`src/rtl/term_char_writer_if.sv`:
```
// term_char_writer_if: byte-stream handshake plus text buffer
// read/write ports of the terminal character writer.
interface term_char_writer_if;
  logic [7:0] char_in;
  logic       char_valid;
  logic       char_ready;
  logic       wr_en;
  logic [4:0] wr_row;
  logic [6:0] wr_col;
  logic [7:0] wr_data;
  logic [4:0] rd_row;
  logic [6:0] rd_col;
  logic [7:0] rd_data;

  modport master (
    input  char_in, char_valid, rd_data,
    output char_ready, wr_en, wr_row, wr_col,
    output wr_data, rd_row, rd_col
  );

  modport slave (
    output char_in, char_valid, rd_data,
    input  char_ready, wr_en, wr_row, wr_col,
    input  wr_data, rd_row, rd_col
  );
endinterface

```
`src/rtl/term_char_writer.sv`:
```
// term_char_writer: byte stream -> text buffer, cursor, scroll.
// Option: TERM_CHAR_WRITER_FORMFEED_EN (0x0C clears whole buffer).
module term_char_writer #(
  parameter int         ROWS  = 30,
  parameter int         COLS  = 80,
  parameter logic [7:0] BLANK = 8'h00,
  parameter bit         LF_CR = 1'b1
) (
  input  logic                clk,
  input  logic                reset,
  term_char_writer_if.master  bus,
  output logic [4:0]          cursor_row,
  output logic [6:0]          cursor_col,
  output logic                busy
);
  localparam logic [4:0] LAST_ROW = 5'(ROWS - 1);
  localparam logic [6:0] LAST_COL = 7'(COLS - 1);

  typedef enum logic [2:0] {
    IDLE, SCROLL_RD, SCROLL_WR, CLR_LINE, CLR_ALL
  } state_t;

  state_t     state, state_d;
  logic [4:0] r, r_d, cur_row_d;
  logic [6:0] c, c_d, cur_col_d;
  logic       wr_en_q, wr_en_d;
  logic [4:0] wr_row_q, wr_row_d, rd_row_q, rd_row_d;
  logic [6:0] wr_col_q, wr_col_d, rd_col_q, rd_col_d;
  logic [7:0] wr_data_q, wr_data_d;
  logic       accept, is_cr, is_lf, is_bs, is_ff;
  logic       at_last_col, at_last_row;
  logic       row_inc, overflow, copy_last;

  assign accept = bus.char_valid && (state == IDLE);
  assign is_cr  = (bus.char_in == 8'h0D);
  assign is_lf  = (bus.char_in == 8'h0A);
  assign is_bs  = (bus.char_in == 8'h08);
`ifdef TERM_CHAR_WRITER_FORMFEED_EN
  assign is_ff  = (bus.char_in == 8'h0C);
`else
  assign is_ff  = 1'b0;
`endif

  assign at_last_col = (cursor_col == LAST_COL);
  assign at_last_row = (cursor_row == LAST_ROW);
  assign row_inc  = is_lf
                 || (!is_cr && !is_bs && !is_ff && at_last_col);
  assign overflow = row_inc && at_last_row;
  assign copy_last = (r == LAST_ROW - 5'd1)
                  && (c == LAST_COL);

  always_ff @(posedge clk) begin
    if (reset) state <= IDLE;
    else       state <= state_d;
  end

  always_comb begin
    state_d = state;
    unique case (state)
      IDLE: begin
        if (accept && is_ff)         state_d = CLR_ALL;
        else if (accept && overflow) state_d = SCROLL_RD;
      end
      SCROLL_RD: state_d = SCROLL_WR;
      SCROLL_WR: state_d = copy_last ? CLR_LINE : SCROLL_RD;
      CLR_LINE:  if (c == LAST_COL) state_d = IDLE;
      CLR_ALL: begin
        if (r == LAST_ROW && c == LAST_COL) state_d = IDLE;
      end
      default:   state_d = IDLE;
    endcase
  end

  always_comb begin
    r_d       = r;
    c_d       = c;
    cur_row_d = cursor_row;
    cur_col_d = cursor_col;
    wr_en_d   = 1'b0;
    wr_row_d  = wr_row_q;
    wr_col_d  = wr_col_q;
    wr_data_d = wr_data_q;
    rd_row_d  = rd_row_q;
    rd_col_d  = rd_col_q;
    unique case (state)
      IDLE: begin
        if (accept) begin
          r_d = '0;
          c_d = '0;
          unique case (1'b1)
            is_cr: cur_col_d = '0;
            is_lf: if (LF_CR) cur_col_d = '0;
            is_bs: begin
              if (cursor_col != '0)
                cur_col_d = cursor_col - 7'd1;
            end
            is_ff: begin
              cur_row_d = '0;
              cur_col_d = '0;
            end
            default: begin
              wr_en_d   = 1'b1;
              wr_row_d  = cursor_row;
              wr_col_d  = cursor_col;
              wr_data_d = bus.char_in;
              cur_col_d = at_last_col ? 7'd0
                                      : cursor_col + 7'd1;
            end
          endcase
          if (row_inc && !at_last_row)
            cur_row_d = cursor_row + 5'd1;
          if (overflow) begin
            rd_row_d = 5'd1;
            rd_col_d = '0;
          end
        end
      end
      SCROLL_RD: ;
      // rd_data now holds cell (r+1,c); it lands in row r
      SCROLL_WR: begin
        wr_en_d   = 1'b1;
        wr_row_d  = r;
        wr_col_d  = c;
        wr_data_d = bus.rd_data;
        if (c == LAST_COL) begin
          c_d = '0;
          r_d = r + 5'd1;
        end else begin
          c_d = c + 7'd1;
        end
        if (!copy_last) begin
          rd_row_d = r_d + 5'd1;
          rd_col_d = c_d;
        end
      end
      CLR_LINE: begin
        wr_en_d   = 1'b1;
        wr_row_d  = LAST_ROW;
        wr_col_d  = c;
        wr_data_d = BLANK;
        c_d       = c + 7'd1;
      end
      CLR_ALL: begin
        wr_en_d   = 1'b1;
        wr_row_d  = r;
        wr_col_d  = c;
        wr_data_d = BLANK;
        if (c == LAST_COL) begin
          c_d = '0;
          r_d = r + 5'd1;
        end else begin
          c_d = c + 7'd1;
        end
      end
      default: ;
    endcase
  end

  always_ff @(posedge clk) begin
    if (reset) begin
      r          <= '0;
      c          <= '0;
      cursor_row <= '0;
      cursor_col <= '0;
      wr_en_q    <= 1'b0;
      wr_row_q   <= '0;
      wr_col_q   <= '0;
      wr_data_q  <= '0;
      rd_row_q   <= '0;
      rd_col_q   <= '0;
    end else begin
      r          <= r_d;
      c          <= c_d;
      cursor_row <= cur_row_d;
      cursor_col <= cur_col_d;
      wr_en_q    <= wr_en_d;
      wr_row_q   <= wr_row_d;
      wr_col_q   <= wr_col_d;
      wr_data_q  <= wr_data_d;
      rd_row_q   <= rd_row_d;
      rd_col_q   <= rd_col_d;
    end
  end

  assign bus.char_ready = (state == IDLE);
  assign busy           = (state != IDLE);
  assign bus.wr_en      = wr_en_q;
  assign bus.wr_row     = wr_row_q;
  assign bus.wr_col     = wr_col_q;
  assign bus.wr_data    = wr_data_q;
  assign bus.rd_row     = rd_row_q;
  assign bus.rd_col     = rd_col_q;
endmodule
```
`src/flat_wrapper.sv`:
```
// flat-port wrapper written by rule: the top's interface ports become plain ports
module term_char_writer_flat 
#(
  parameter int         ROWS  = 30,
  parameter int         COLS  = 80,
  parameter logic [7:0] BLANK = 8'h00,
  parameter bit         LF_CR = 1'b1
)
  (clk, reset, cursor_row, cursor_col, busy, bus_char_in, bus_char_valid, bus_rd_data, bus_char_ready, bus_wr_en, bus_wr_row, bus_wr_col, bus_wr_data, bus_rd_row, bus_rd_col);
  term_char_writer_if bus_i ();
  input  logic clk;
  input  logic reset;
  output logic [4:0] cursor_row;
  output logic [6:0] cursor_col;
  output logic busy;
  input wire logic [$bits(bus_i.char_in)-1:0] bus_char_in;
  input wire logic [$bits(bus_i.char_valid)-1:0] bus_char_valid;
  input wire logic [$bits(bus_i.rd_data)-1:0] bus_rd_data;
  output wire logic [$bits(bus_i.char_ready)-1:0] bus_char_ready;
  output wire logic [$bits(bus_i.wr_en)-1:0] bus_wr_en;
  output wire logic [$bits(bus_i.wr_row)-1:0] bus_wr_row;
  output wire logic [$bits(bus_i.wr_col)-1:0] bus_wr_col;
  output wire logic [$bits(bus_i.wr_data)-1:0] bus_wr_data;
  output wire logic [$bits(bus_i.rd_row)-1:0] bus_rd_row;
  output wire logic [$bits(bus_i.rd_col)-1:0] bus_rd_col;
  assign bus_i.char_in = bus_char_in;
  assign bus_i.char_valid = bus_char_valid;
  assign bus_i.rd_data = bus_rd_data;
  assign bus_char_ready = bus_i.char_ready;
  assign bus_wr_en = bus_i.wr_en;
  assign bus_wr_row = bus_i.wr_row;
  assign bus_wr_col = bus_i.wr_col;
  assign bus_wr_data = bus_i.wr_data;
  assign bus_rd_row = bus_i.rd_row;
  assign bus_rd_col = bus_i.rd_col;
  term_char_writer #(.ROWS(ROWS), .COLS(COLS), .BLANK(BLANK), .LF_CR(LF_CR)) u_core (.clk(clk), .reset(reset), .bus(bus_i), .cursor_row(cursor_row), .cursor_col(cursor_col), .busy(busy));
endmodule
```
`config.mk`:
```
export PLATFORM = sky130hd
export DESIGN_NAME = term_char_writer_flat
export DESIGN_NICKNAME = d
export VERILOG_FILES = /design/src/rtl/term_char_writer_if.sv /design/src/rtl/term_char_writer.sv /design/src/flat_wrapper.sv
export SDC_FILE = /design/constraint.sdc
export NUM_CORES = 1
export LEC_CHECK = 0
export BUFFER_PORTS_ARGS = -buffer_cell sky130_fd_sc_hd__buf_2
export CAP_MARGIN = 20
export CORE_MARGIN = 1
export CORE_UTILIZATION = 40
export CTS_CLUSTER_DIAMETER = 150
export CTS_CLUSTER_SIZE = 25
export DETAILED_ROUTE_END_ITERATION = 10
export RECOVER_POWER = 25
export SETUP_SLACK_MARGIN = 0.4
export SLEW_MARGIN = 20
export SYNTH_ARGS = -nofsm -noshare
export SYNTH_HDL_FRONTEND = slang
export SYNTH_SLANG_ARGS = --single-unit
```
`constraint.sdc`:
```
create_clock -name clk -period 2.5 [get_ports clk]
set_input_delay 0.25 -clock clk [delete_from_list [all_inputs] [get_ports clk]]
set_output_delay 0.25 -clock clk [all_outputs]
set_load 0.005 [all_outputs]
```
==> impl_metrics.toml <==
[critical_path]
reg2reg_from = "u_core.c[6]"
cp_slowest_cell = "or3b_4"
cp_num_buf_inv = 0
crit_family = "simple AND/OR/NAND/NOR gates"
critPathLaunchType = "flip-flop"
crit_fanout = 6
cp-end-kind = "flip-flop"
cp_common_cell = "nand2_1"
path_cells = "or3b_4 -> nor2_4 -> nand2_1 -> o21ai_1 -> ha_2 -> o2111ai_1 -> nand2_1 -> xnor2_1 -> a22o_1"
r2r_cells = 9
slowest_delay_ns = 0.43
reg2reg_setup_slack_ns = 0.47
cp_data_arrival_time_ns = 2.26
r2r-end = "u_core.bus.rd_row[4]"
path_class = "reg2reg"
crit_required_ns = 2.73

[clock_network]
clk_pin_slew_ns = 0.07
clockBufferDepth = 2
cts_made_buffers = 9
cts-root-buf = "clkbuf_8"
htreeDepth = 3
clock-sinks = 59
clk-insertion-delay-late_ns = 0.35
hold_buffers = 0
cts_tree = "built"

[final_layout]
fillCellCount = 701
finish.net_count = 471
syn2layout_area_growth_pct = 24.7
layout.cell_area.non_filler_mm2 = 0.00382
drive_gt1_share_pct = 23.4
diodes = 0

[logic_synthesis]
netlist_area_mm2 = 0.00306
ys_seq_elements = 59
yosysTopAreaCell = "dfxtp_1"
ys.flop_type = "dfxtp_1"
yosysWarnings = 0
synth_area_per_cell_um2 = 8.21
yosysUniqueCellTypes = 57
yosysTopAreaCellShare_pct = 38.6
ys_seq_area_share_pct = 38.6
yosys-top-cells-area = "dfxtp_1, nor2_1, nand2_1"
syn_inst = 373
synth_edf_count = 0
synthArstFlopShare_pct = 0
syn_nets = 400

[outcome]
status = "completed"

[placement]
io_buffers = 65
placed_cell_area_mm2 = 0.00354
place_hpwl_mm = 6.03
globalplace.congestion = 0.931
pre_cts_slack_ns = 0.221

[timing]
finalMaxSlewViolations = 0
worst_pin_slew_ns = 0.708
min_period_ns = 2.03
fin_tns_setup_ns = 0
hold_violations = 0
relSlewSlack_pct = 52.1
worst_slack_ns = 0.472
fin_skew_ns = 0.0105
max_freq_mhz = 493
rsz0062_at_grt = "true"
setup_viol = 0
finalCritPeriodShare_pct = 81.1

[floorplanning]
core_mm2 = 0.00733
start_util_pct = 41.8
die_area_mm2 = 0.00801
die_x_um = 89.5
die_h_um = 89.5
num_io_pins = 66
rows = 31

[detailed_routing]
drt-vias-per-instance = 5.57
remaining_drc_errors = 0
vias = 3051
wl_mm = 8.52
routedWlPerCell_um = 15.6
dr.first_iter.drc_count = 169
detail_route.first_pass.iterations = 5
postRouteAntennaNets = 0

[power_and_ir_drop]
ir_worst_vdd_mv = 0.303
p_per_area_mw_per_mm2 = 562
switchingPower_mw = 0.503
p_leak_nw = 1.52
seqPwrFrac_pct = 45.4
pwr-share-clk_pct = 46.8
combPwrFrac_pct = 7.8
p_int_mw = 1.64
p_sw_share_pct = 23.4

[global_routing]
grt_max_degree = 34
antenna_found_initial = 0
grt_pass1_wl_mm = 13.6
grt_use_total_pct = 22.5
grt_pass1_vias = 2731
grt-ovfl-total = 0

[min_path]
hold_start = "bus_rd_data[6]"
worst_hold_path.endpoint = "u_core.bus.wr_data[6]"
hold_path.class = "in2reg"
hold_depth = 3

[job]
maxCapViolCount = 0
## registers in the layout, summed over array words and instances (netlist names), 7 cells and up
| name | cells |
|---|---|
| u_core.bus.wr_data | 8 |
| u_core.bus.rd_col | 7 |
| u_core.bus.wr_col | 7 |
| u_core.c | 7 |
| u_core.cursor_col | 7 |
## power groups by stage
stage	Combinational, mW	Clock (mW)	Sequential, mW
5_1_grt	0.186	1.07	0.976
2_1_floorplan	0.0882	0	0.997
3_5_place_dp	0.166	0	0.994
4_1_cts	0.168	1.03	0.972
3_3_place_gp	0.165	0	0.993
6_report	0.167	1.00	0.973
## synthesized netlist by cell type, types with 2 or more instances
cell / number
a22o_1: 5
and3_1: 4
a21oi_1: 22
nor2_1: 53
o311ai_0: 2
a31oi_1: 2
inv_1: 10
clkbuf_1: 13
mux2i_1: 9
or4_1: 2
a221oi_1: 10
dfxtp_1: 59
buf_2: 8
a22oi_1: 7
a211oi_1: 13
mux2_2: 2
o211ai_1: 2
or2_2: 3
nor3_1: 19
and2_1: 3
nor2b_1: 2
o21ai_0: 17
nand4_1: 6
nor2_2: 2
a21o_1: 2
xnor2_1: 5
nand3_1: 15
nand2_1: 30
ha_1: 8
a32o_1: 2
xor2_1: 10
## worst max path at each step
stage,start,end,slack [ns],depth (start not counted)
after floorplan,u_core.c[0],u_core.bus.rd_row[4],0.47,9
after global placement,u_core.cursor_col[1],u_core.bus.rd_col[2],0.34,7
after detailed placement,u_core.cursor_col[1],u_core.bus.rd_row[4],0.22,7
after CTS,u_core.cursor_col[1],u_core.cursor_row[4],0.42,7
after global routing,u_core.cursor_col[1],u_core.cursor_row[4],0.35,7
final,u_core.c[6],u_core.bus.rd_row[4],0.47,9
## worst min-delay path: stages
cell,delay [ns]
buf_2,0.08
a221oi_1,0.06
nor3_1,0.12
## area by class of cell
class	count	area, um2	area share [%]
sequential	59	1180	31.0
clock buffer	12	155	4.06
multi-input combinational	280	1810	47.3
clock inverter	4	72.6	1.90
tap	99	124	3.24
timing repair buffer	83	435	11.4
inverter	11	41.3	1.08
## layout by cell type (no fill, tap or decap), types with 3 or more instances in the layout
cell type  count
dfxtp_1       56
nor2_1        53
buf_2         45
nand2_1       30
a21oi_1       21
clkbuf_1      21
nor3_1        19
buf_4         18
o21ai_0       16
nand3_1       14
a211oi_1      12
clkbuf_8      11
inv_1         10
a221oi_1      10
xor2_1        10
mux2i_1        9
a22oi_1        7
ha_1           7
nand4_1        6
xnor2_1        5
a22o_1         5
or2_2          3
and2_1         3
and3_1         3
dfxtp_2        3
## timing repair
action                     in CTS  in global routing
setup buffers                   0                  1
pin swaps                       0                  2
setup endpoints to repair      15                 15
gates resized for setup         7                  9
## routing by layer
| metal | routed length, um | GRT usage (%) | vias up |
|---|---|---|---|
| li1 | - | - | 1500 |
| met1 | 3980 | 30.6 | 1441 |
| met2 | 3960 | 34.8 | 98 |
| met3 | 461 | 5.17 | 12 |
| met4 | 120 | 7.79 | 0 |
| met5 | 0 | 0 | - |
## logic make-up (layout without fill, tap and decap cells)
family	after synthesis	in the layout	share of synthesized area, %
buffers and inverters	34	110	4.74
xor gates and xnor gates	15	15	4.29
AOI/OAI and AO/OA	98	98	22.6
muxes	11	11	3.68
DFF	59	59	38.6
adders and majority gates	8	8	3.27
and+or+nand+nor	148	148	22.9
## per-stage QoR
| step | util (%) | hold WS, ns | total power [mW] | cells |
|---|---|---|---|---|
| 2_1_floorplan | - | 0.436 | 1.09 | 373 |
| 3_3_place_gp | 48.3 | 0.440 | 1.16 | 531 |
| 3_5_place_dp | 48.3 | 0.445 | 1.16 | 531 |
| 4_1_cts | 51.9 | 0.190 | 2.17 | 547 |
| 5_1_grt | 52.1 | 0.230 | 2.23 | 548 |
| 6_report | 52.1 | 0.203 | 2.14 | 548 |
Power figures use the tool's default switching activity.
